[config.mk]
export PLATFORM = sky130hd
export DESIGN_NAME = conv_mac_sequencer
export DESIGN_NICKNAME = d
export VERILOG_FILES = /design/src/rtl/conv_mac_sequencer.sv
export SDC_FILE = /design/constraint.sdc
export NUM_CORES = 1
export LEC_CHECK = 0
export BUFFER_PORTS_ARGS = -buffer_cell sky130_fd_sc_hd__buf_4
export CAP_MARGIN = 30
export CORE_ASPECT_RATIO = 2
export CORE_MARGIN = 8
export CORE_UTILIZATION = 62
export DETAILED_ROUTE_END_ITERATION = 12
export PLACE_DENSITY = 0.84
export SETUP_SLACK_MARGIN = 0.3
export SLEW_MARGIN = 10
export SYNTH_ARGS = -nofsm -noshare
export SYNTH_HDL_FRONTEND = slang
export SYNTH_SLANG_ARGS = --single-unit
export TNS_END_PERCENT = 10
[constraint.sdc]
create_clock -name Clk -period 15.5 [get_ports Clk]
set_input_delay 0.775 -clock Clk [delete_from_list [all_inputs] [get_ports Clk]]
set_output_delay 0.775 -clock Clk [all_outputs]
set_load 0.02 [all_outputs]
[src/rtl/conv_mac_sequencer.sv]
// conv_mac_sequencer: streams one KxK pixel window and a KxK kernel into an external MAC, one tap per clock.
// Build option: define CONV_RESULT_RELU_EN to clamp negative dot products to zero at capture.
module conv_mac_sequencer #(
    parameter int K       = 3,
    parameter int MAC_LAT = 1,
    parameter int AW      = 4
) (
    input  logic          Clk,
    input  logic          Reset,
    input  logic          KWrEn,
    input  logic [AW-1:0] KWrAddr,
    input  logic [7:0]    KWrData,
    input  logic          PixValid,
    output logic          PixReady,
    input  logic [7:0]    PixData,
    output logic [7:0]    x,
    output logic [7:0]    y,
    output logic          AccumReset,
    input  logic [31:0]   LocalReg,
    output logic [31:0]   Result,
    output logic          ResultValid,
    input  logic          ResultReady,
    output logic          Busy
);
    localparam int N  = K * K;
    localparam int DW = (MAC_LAT > 1) ? $clog2(MAC_LAT) : 1;
    localparam logic [AW-1:0] LastTap   = AW'(N - 1);
    localparam logic [DW-1:0] LastDrain = DW'(MAC_LAT - 1);

    typedef enum logic [2:0] {LOAD, CLEAR, FEED, DRAIN, HOLD} stateT;

    stateT         state, nextState;
    logic [AW-1:0] cnt;
    logic [AW-1:0] nextTap;
    logic [DW-1:0] drainCnt;
    logic [7:0]    window [N];
    logic [7:0]    kernel [N];
    logic          pixFire;
    logic          kernWrOk;
    logic          capture;
    logic [31:0]   capValue;

    assign pixFire  = (state == LOAD) && PixValid;
    assign kernWrOk = KWrEn && ((state == LOAD) || (state == HOLD))
                      && ({1'b0, KWrAddr} < (AW + 1)'(N));
    assign capture  = (state == DRAIN) && (drainCnt == LastDrain);
    assign nextTap  = cnt + AW'(1);

`ifdef CONV_RESULT_RELU_EN
    assign capValue = LocalReg[31] ? 32'd0 : LocalReg;
`else
    assign capValue = LocalReg;
`endif

    // NOTE: clocked state uses <= so every flop updates from pre-edge values regardless of statement order.
    always_ff @(posedge Clk or posedge Reset) begin
        if (Reset) state <= LOAD;
        else       state <= nextState;
    end

    always_comb begin
        nextState = state;
        case (state)
            LOAD:    if (pixFire && cnt == LastTap) nextState = CLEAR;
            CLEAR:   nextState = FEED;
            FEED:    if (cnt == LastTap) nextState = DRAIN;
            DRAIN:   if (drainCnt == LastDrain) nextState = HOLD;
            HOLD:    if (ResultValid && ResultReady) nextState = LOAD;
            default: nextState = LOAD;
        endcase
    end

    // NOTE: every output gets a default before any condition so no path leaves it unassigned (no latch).
    always_comb begin
        PixReady   = 1'b0;
        AccumReset = Reset;
        Busy       = 1'b0;
        case (state)
            LOAD:    PixReady = !Reset;
            CLEAR:   begin AccumReset = 1'b1; Busy = 1'b1; end
            FEED:    Busy = 1'b1;
            DRAIN:   Busy = 1'b1;
            default: ;
        endcase
    end

    // Tap counter is shared by LOAD (write index) and FEED (read index); both wrap at the last tap.
    always_ff @(posedge Clk or posedge Reset) begin
        if (Reset) begin
            cnt      <= '0;
            drainCnt <= '0;
        end else begin
            if (pixFire || state == FEED)
                cnt <= (cnt == LastTap) ? '0 : nextTap;
            if (state == DRAIN)
                drainCnt <= (drainCnt == LastDrain) ? '0 : drainCnt + DW'(1);
        end
    end

    // NOTE: window and kernel are flops rather than RAM so they can be reset; a reset must discard both.
    always_ff @(posedge Clk or posedge Reset) begin
        if (Reset) begin
            for (int i = 0; i < N; i++) begin
                window[i] <= '0;
                kernel[i] <= '0;
            end
        end else begin
            if (pixFire)  window[cnt]     <= PixData;
            if (kernWrOk) kernel[KWrAddr] <= KWrData;
        end
    end

    // Operands are registered one tap ahead so the pair for cnt is on x/y throughout that FEED cycle.
    always_ff @(posedge Clk or posedge Reset) begin
        if (Reset) begin
            x <= '0;
            y <= '0;
        end else begin
            x <= '0;
            y <= '0;
            if (state == CLEAR) begin
                x <= window[0];
                y <= kernel[0];
            end else if (state == FEED && cnt != LastTap) begin
                x <= window[nextTap];
                y <= kernel[nextTap];
            end
        end
    end

    always_ff @(posedge Clk or posedge Reset) begin
        if (Reset) begin
            Result      <= '0;
            ResultValid <= 1'b0;
        end else if (capture) begin
            Result      <= capValue;
            ResultValid <= 1'b1;
        end else if (ResultValid && ResultReady) begin
            ResultValid <= 1'b0;
        end
    end
endmodule

Word level (Yosys, flattened, before mapping)
Index checks and enable logic that the tools add are counted.
- register bits after elaboration: 201
- output and inout port bits: 52
- logic and storage cells: 91
- bits of input ports: 57
- equal/unequal tests: 10
- $add $sub $neg: 2
- mux-type cells: 28
- order comparisons: 6
- bitwise gates (word level): 4
- reduce and logical (&&, ||, !) cells: 16
- operators with widths (cell ; number):
    72-bit bitwise mux ; 2
    8-bit 2-to-1 mux ; 10
    8-bit binary-select mux with 4-bit select ; 2
    8-bit demux with 4-bit select ; 2
    5-bit >= comparator, second input constant ; 3
    4-bit NOT with 5-bit output ; 3
    3-bit one-hot mux with 5 select lines ; 1
    3-bit 2-to-1 mux ; 4
    5-bit by 1-bit < comparator with 1-bit output, second input constant ; 2
    1-bit logical AND ; 9
    3-bit by 2-bit equality test with 1-bit output, second input constant ; 2
    1-bit 2-to-1 mux ; 6
    4-bit by 1-bit adder with 4-bit output, second input constant ; 1
    4-bit equality test, second input constant ; 1
    4-bit < comparator, second input constant ; 1
    4-bit 2-to-1 mux ; 1
    2-bit by 1-bit inequality test with 1-bit output, second input constant ; 2
    2-bit inequality test, second input constant ; 2
    4-bit inequality test, second input constant ; 1
    4-bit AND reduction ; 1
    3-bit by 1-bit equality test with 1-bit output, second input constant ; 1
    3-bit equality test, second input constant ; 1
    3-bit logical NOT ; 1
    3-bit OR reduction ; 1
    other kinds (5) ; 6

Depth between registers and ports, before layout
- word-level depth: 7
- mapped depth: 10
- depth with buffers taken out: 7

Least setup slack after synthesis
OpenSTA, ideal clock, no wires.
- path type: reg-to-output
- from: register state[2]
- to: output port AccumReset
- required time: 14.725 ns
- setup slack: 13.158 ns
- arrival: 1.567 ns
- cell stages (with the launch flop): 5
- path buffers: 2
- cell sequence: dfrtp_1 > clkbuf_1 > nor3b_1 > clkbuf_1 > or2_2
- word-level cells in the longest chain between the ends: 2
- RTL lines (item ; RTL line ; source):
    start, declared ; 32 ; stateT state, nextState;
    start signal, assigned ; 58 ; else state <= nextState;
    3-bit by 1-bit equality test with 1-bit output ; 78 ; case (state)
    1-bit 2-to-1 mux ; 78 ;
    end, declared ; 18 ; output logic AccumReset,
Every way passes these cells.

Worst setup path after layout
- from: register cnt[0]
- to: register y[4]
- word-level cells in the longest chain between the ends: 7
- elaborated cells on any way between the ends: 9
- those cells by class: add/sub (1); eq/ne (1); mux (5); bitwise (1); reduce/logical (1)
- RTL lines (item ; RTL line ; source):
    start, declared ; 33 ; logic [AW-1:0] cnt;
    start signal, assigned ; 94 ; cnt <= (cnt == LastTap) ? '0 : nextTap;
    4-bit by 1-bit adder with 4-bit output ; 47 ; assign nextTap = cnt + AW'(1);
    4-bit NOT with 5-bit output (implied by the code) ; 126 ; y <= kernel[nextTap];
    8-bit binary-select mux with 4-bit select ; 126 ;
    8-bit 2-to-1 mux (implied by the code) (2 in a row) ; 126 ;
    8-bit 2-to-1 mux * ; 124 ; end else if (state == FEED && cnt != LastTap) begin
    8-bit 2-to-1 mux * ; 121 ; if (state == CLEAR) begin
    end signal, assigned ; 123 ; y <= kernel[0];
    end signal, assigned ; 126 ;
    end, declared ; 17 ; output logic [7:0] y,
Every way passes the cells marked *; elsewhere a longest branch is shown, timed or not. The select of a mux whose other input is x is not followed.
A chain may end at the register's enable or synchronous reset.

==> qor.yml <==
routing:
  first_pass_iters: 4
  drt_iter0_markers: 258
  final_antenna_net_count: 0
  drc: 0
  via_count: 5650
  finalWirelength_mm: 20.1
  routedWlPerCell_um: 21.8
  viasPerCell: 6.15
run_status:
  status: "complete, no violations"
worst_setup_path:
  max_stage_delay_ns: 0.72
  cp-start-kind: "flip-flop"
  cp_slowest_cell: "nand2b_1"
  end_kind: "flip-flop"
  cp.required_ns: 15.87
  crit_arrival_ns: 3.32
  r2r_start: "cnt[0]"
  rr_worst_depth: 7
  rrSetupSlack_ns: 12.55
  crit_type: "flip-flop to flip-flop"
  path_cells: "buf_4 > ha_1 > xor2_1 > nand2b_1 > a211oi_1 > a2111oi_0 > a221o_1"
  critPathMaxFanout: 22
  startpoint: "cnt[0]"
  r2r_end: "y[4]"
global_routing:
  overflow: 0
  grt_usage: 0.227
  grt_pass1_vias: 6223
  grt_pass1_wl_mm: 32.1
  antenna_found_initial: 0
  grt_max_degree: 111
die:
  coreArea_um2: 13900
  rows: 61
  io_pins: 109
  die_y_um: 184
  fp.dieW_um: 100
  start_util: 0.632
  dieArea_um2: 18500
clocking:
  numCtsBuffers: 17
  cts_hold_buf: 0
  tritoncts: "done"
  cts.path.max_buffers: 2
  post-cts-setup-buffers: 0
  cts.sinks: 200
  root_buffer: "clkbuf_16"
  clk_pin_slew_ns: 0.08
  insertion_delay_ns: 0.44
  cts.htree.levels: 4
  cts.repair.resized: 0
timing:
  whs_ns: 0.470
  tightest_slew_ns: 1.06
  slew_headroom: 0.293
  tns_ns: 0
  grt_setup_unrepaired: "false"
  final_hold_viol_count: 0
  setup_violations: 0
  slew_viol_final: 0
  finalCritPeriodShare: 0.191
  fmax_mhz: 339
  fin_worst_skew_ns: 0.0157
  min_period_ns: 2.95
placed_design:
  dp.final_hpwl_mm: 13.9
  place_area_um2: 9770
  gp_congestion: 0.829
  port_buffers: 108
cells_and_area:
  drive_gt1_frac: 0.508
  antenna_cells: 0
  finish.instance_area_um2: 10400
  areaGrowthSynthToFinish_pct: 18.3
  nets: 778
worst_hold_path:
  hold_class: "input pin to async pin"
synth:
  synth.net_count: 673
  yosysTopAreaCellShare: 0.570
  synth_edf_count: 0
  yosys_warnings: 0
  post-synth-top-count-cell: "mux2_2"
  synthCells: 612
  synth_area_leader_cell: "dfrtp_1"
  avgSynthCellArea_um2: 14.4
  async_flop_share: 1.00
  synth-seq-cells: 200
  yosysSeqAreaShare: 0.570
  netlist_top_cells_count: "mux2_2, dfrtp_1, o22ai_1"
  netlist_area_um2: 8790
  ys_types: 38
  synth_ff_type: "dfrtp_1"
  yosys-top-cells-area: "dfrtp_1, mux2_2, a221o_1"
job:
  drv_cap: 0
power_and_ir_drop:
  ir_worst_vdd_mv: 0.119
  powerDensity_nw_per_um2: 212
  p_leak_nw: 4.74
[report_power, final]
part	switching [W]	internal, W	leakage [nW]	total, W
Clock	0.000209	0.000236	0.294	0.000445
Sequential	0.000138	0.000754	2.49	0.000892
Combinational	0.000433	0.000433	1.95	0.000866
Total	0.000779	0.00142	4.74	0.00220
[logic make-up (layout without fill, tap and decap cells)]
logic type               count (synthesis)  count (layout)  synth area share
flip-flops                             200             200             0.570
multiplexers                           225             225             0.286
AO/OA/AOI/OAI                           72              72            0.0641
buffers and inverters                   37             155            0.0205
XOR/XNOR                                 3               3           0.00299
adder cells (fa/ha/maj)                  4               4           0.00570
AND/OR/NAND/NOR                         71              71            0.0510
[layer usage]
metal | track usage | wire [um]
met1 | 0.221 | 7000
met2 | 0.420 | 11300
met3 | 0.0522 | 922
met4 | 0.134 | 833
met5 | 0 | 0
[registers in the layout, indices dropped and copies added (netlist names)]
name         count
y                8
ResultValid      1
state            3
kernel          72
Result          32
x                8
cnt              4
window          72
[worst max-delay path: cells and delay by family (launching register included)]
kind | cells | cell delay [ns]
flops | 1 | 0.34
xor+xnor | 1 | 0.28
buf+inv | 1 | 0.30
simple gates | 1 | 0.72
compound gates | 3 | 0.89
fa+ha+maj | 1 | 0.36
[how the worst max path moves through the flow]
stage	endpoint	slack, ns	cells after the start
6_report	y[4]	12.55	7
5_1_grt	y[2]	12.30	8
4_1_cts	y[4]	11.89	8
3_5_place_dp	y[4]	11.93	8
3_3_place_gp	y[2]	12.12	7
2_1_floorplan	ResultValid	9.27	1
[through the flow]
step	power [W]	utilization	worst slack, ns	instances
finish	0.00220	0.748	12.55	919
global route	0.00231	0.748	12.30	919
CTS	0.00220	0.746	11.89	918
detailed placement	0.00175	0.703	11.93	886
global placement	0.00167	0.701	12.12	884
floorplan	0.00147	-	9.27	612
[cell type report]
class | instances | area (um2)
flip-flops and latches | 200 | 5010
inverters | 7 | 33.8
multi-input cells | 375 | 3610
clock inverters | 12 | 151
fillers | 893 | 3500
clock buffers | 20 | 447
well taps | 189 | 236
repair buffers | 116 | 915
[cell usage in the layout, fill, tap and decap left out, drive strengths merged]
cell and count:
nand3 6, inv 16, dfrtp 200, xor2 2
clkinv 2, nor3 3, nand2b 3, mux2 209
bufinv 1, nor4 2, a31oi 1, clkbuf 20
o22ai 17, or3 1, a211oi 16, nand2 14
a221o 16, a2111oi 16, nand3b 6, o21ai 4
buf 116, ha 4, mux2i 16, or2 1
a21oi 2, nor2 12, nor2b 16, nor3b 4
xnor2 1, and3 3
Note: power is estimated with default switching activity, not from simulation.
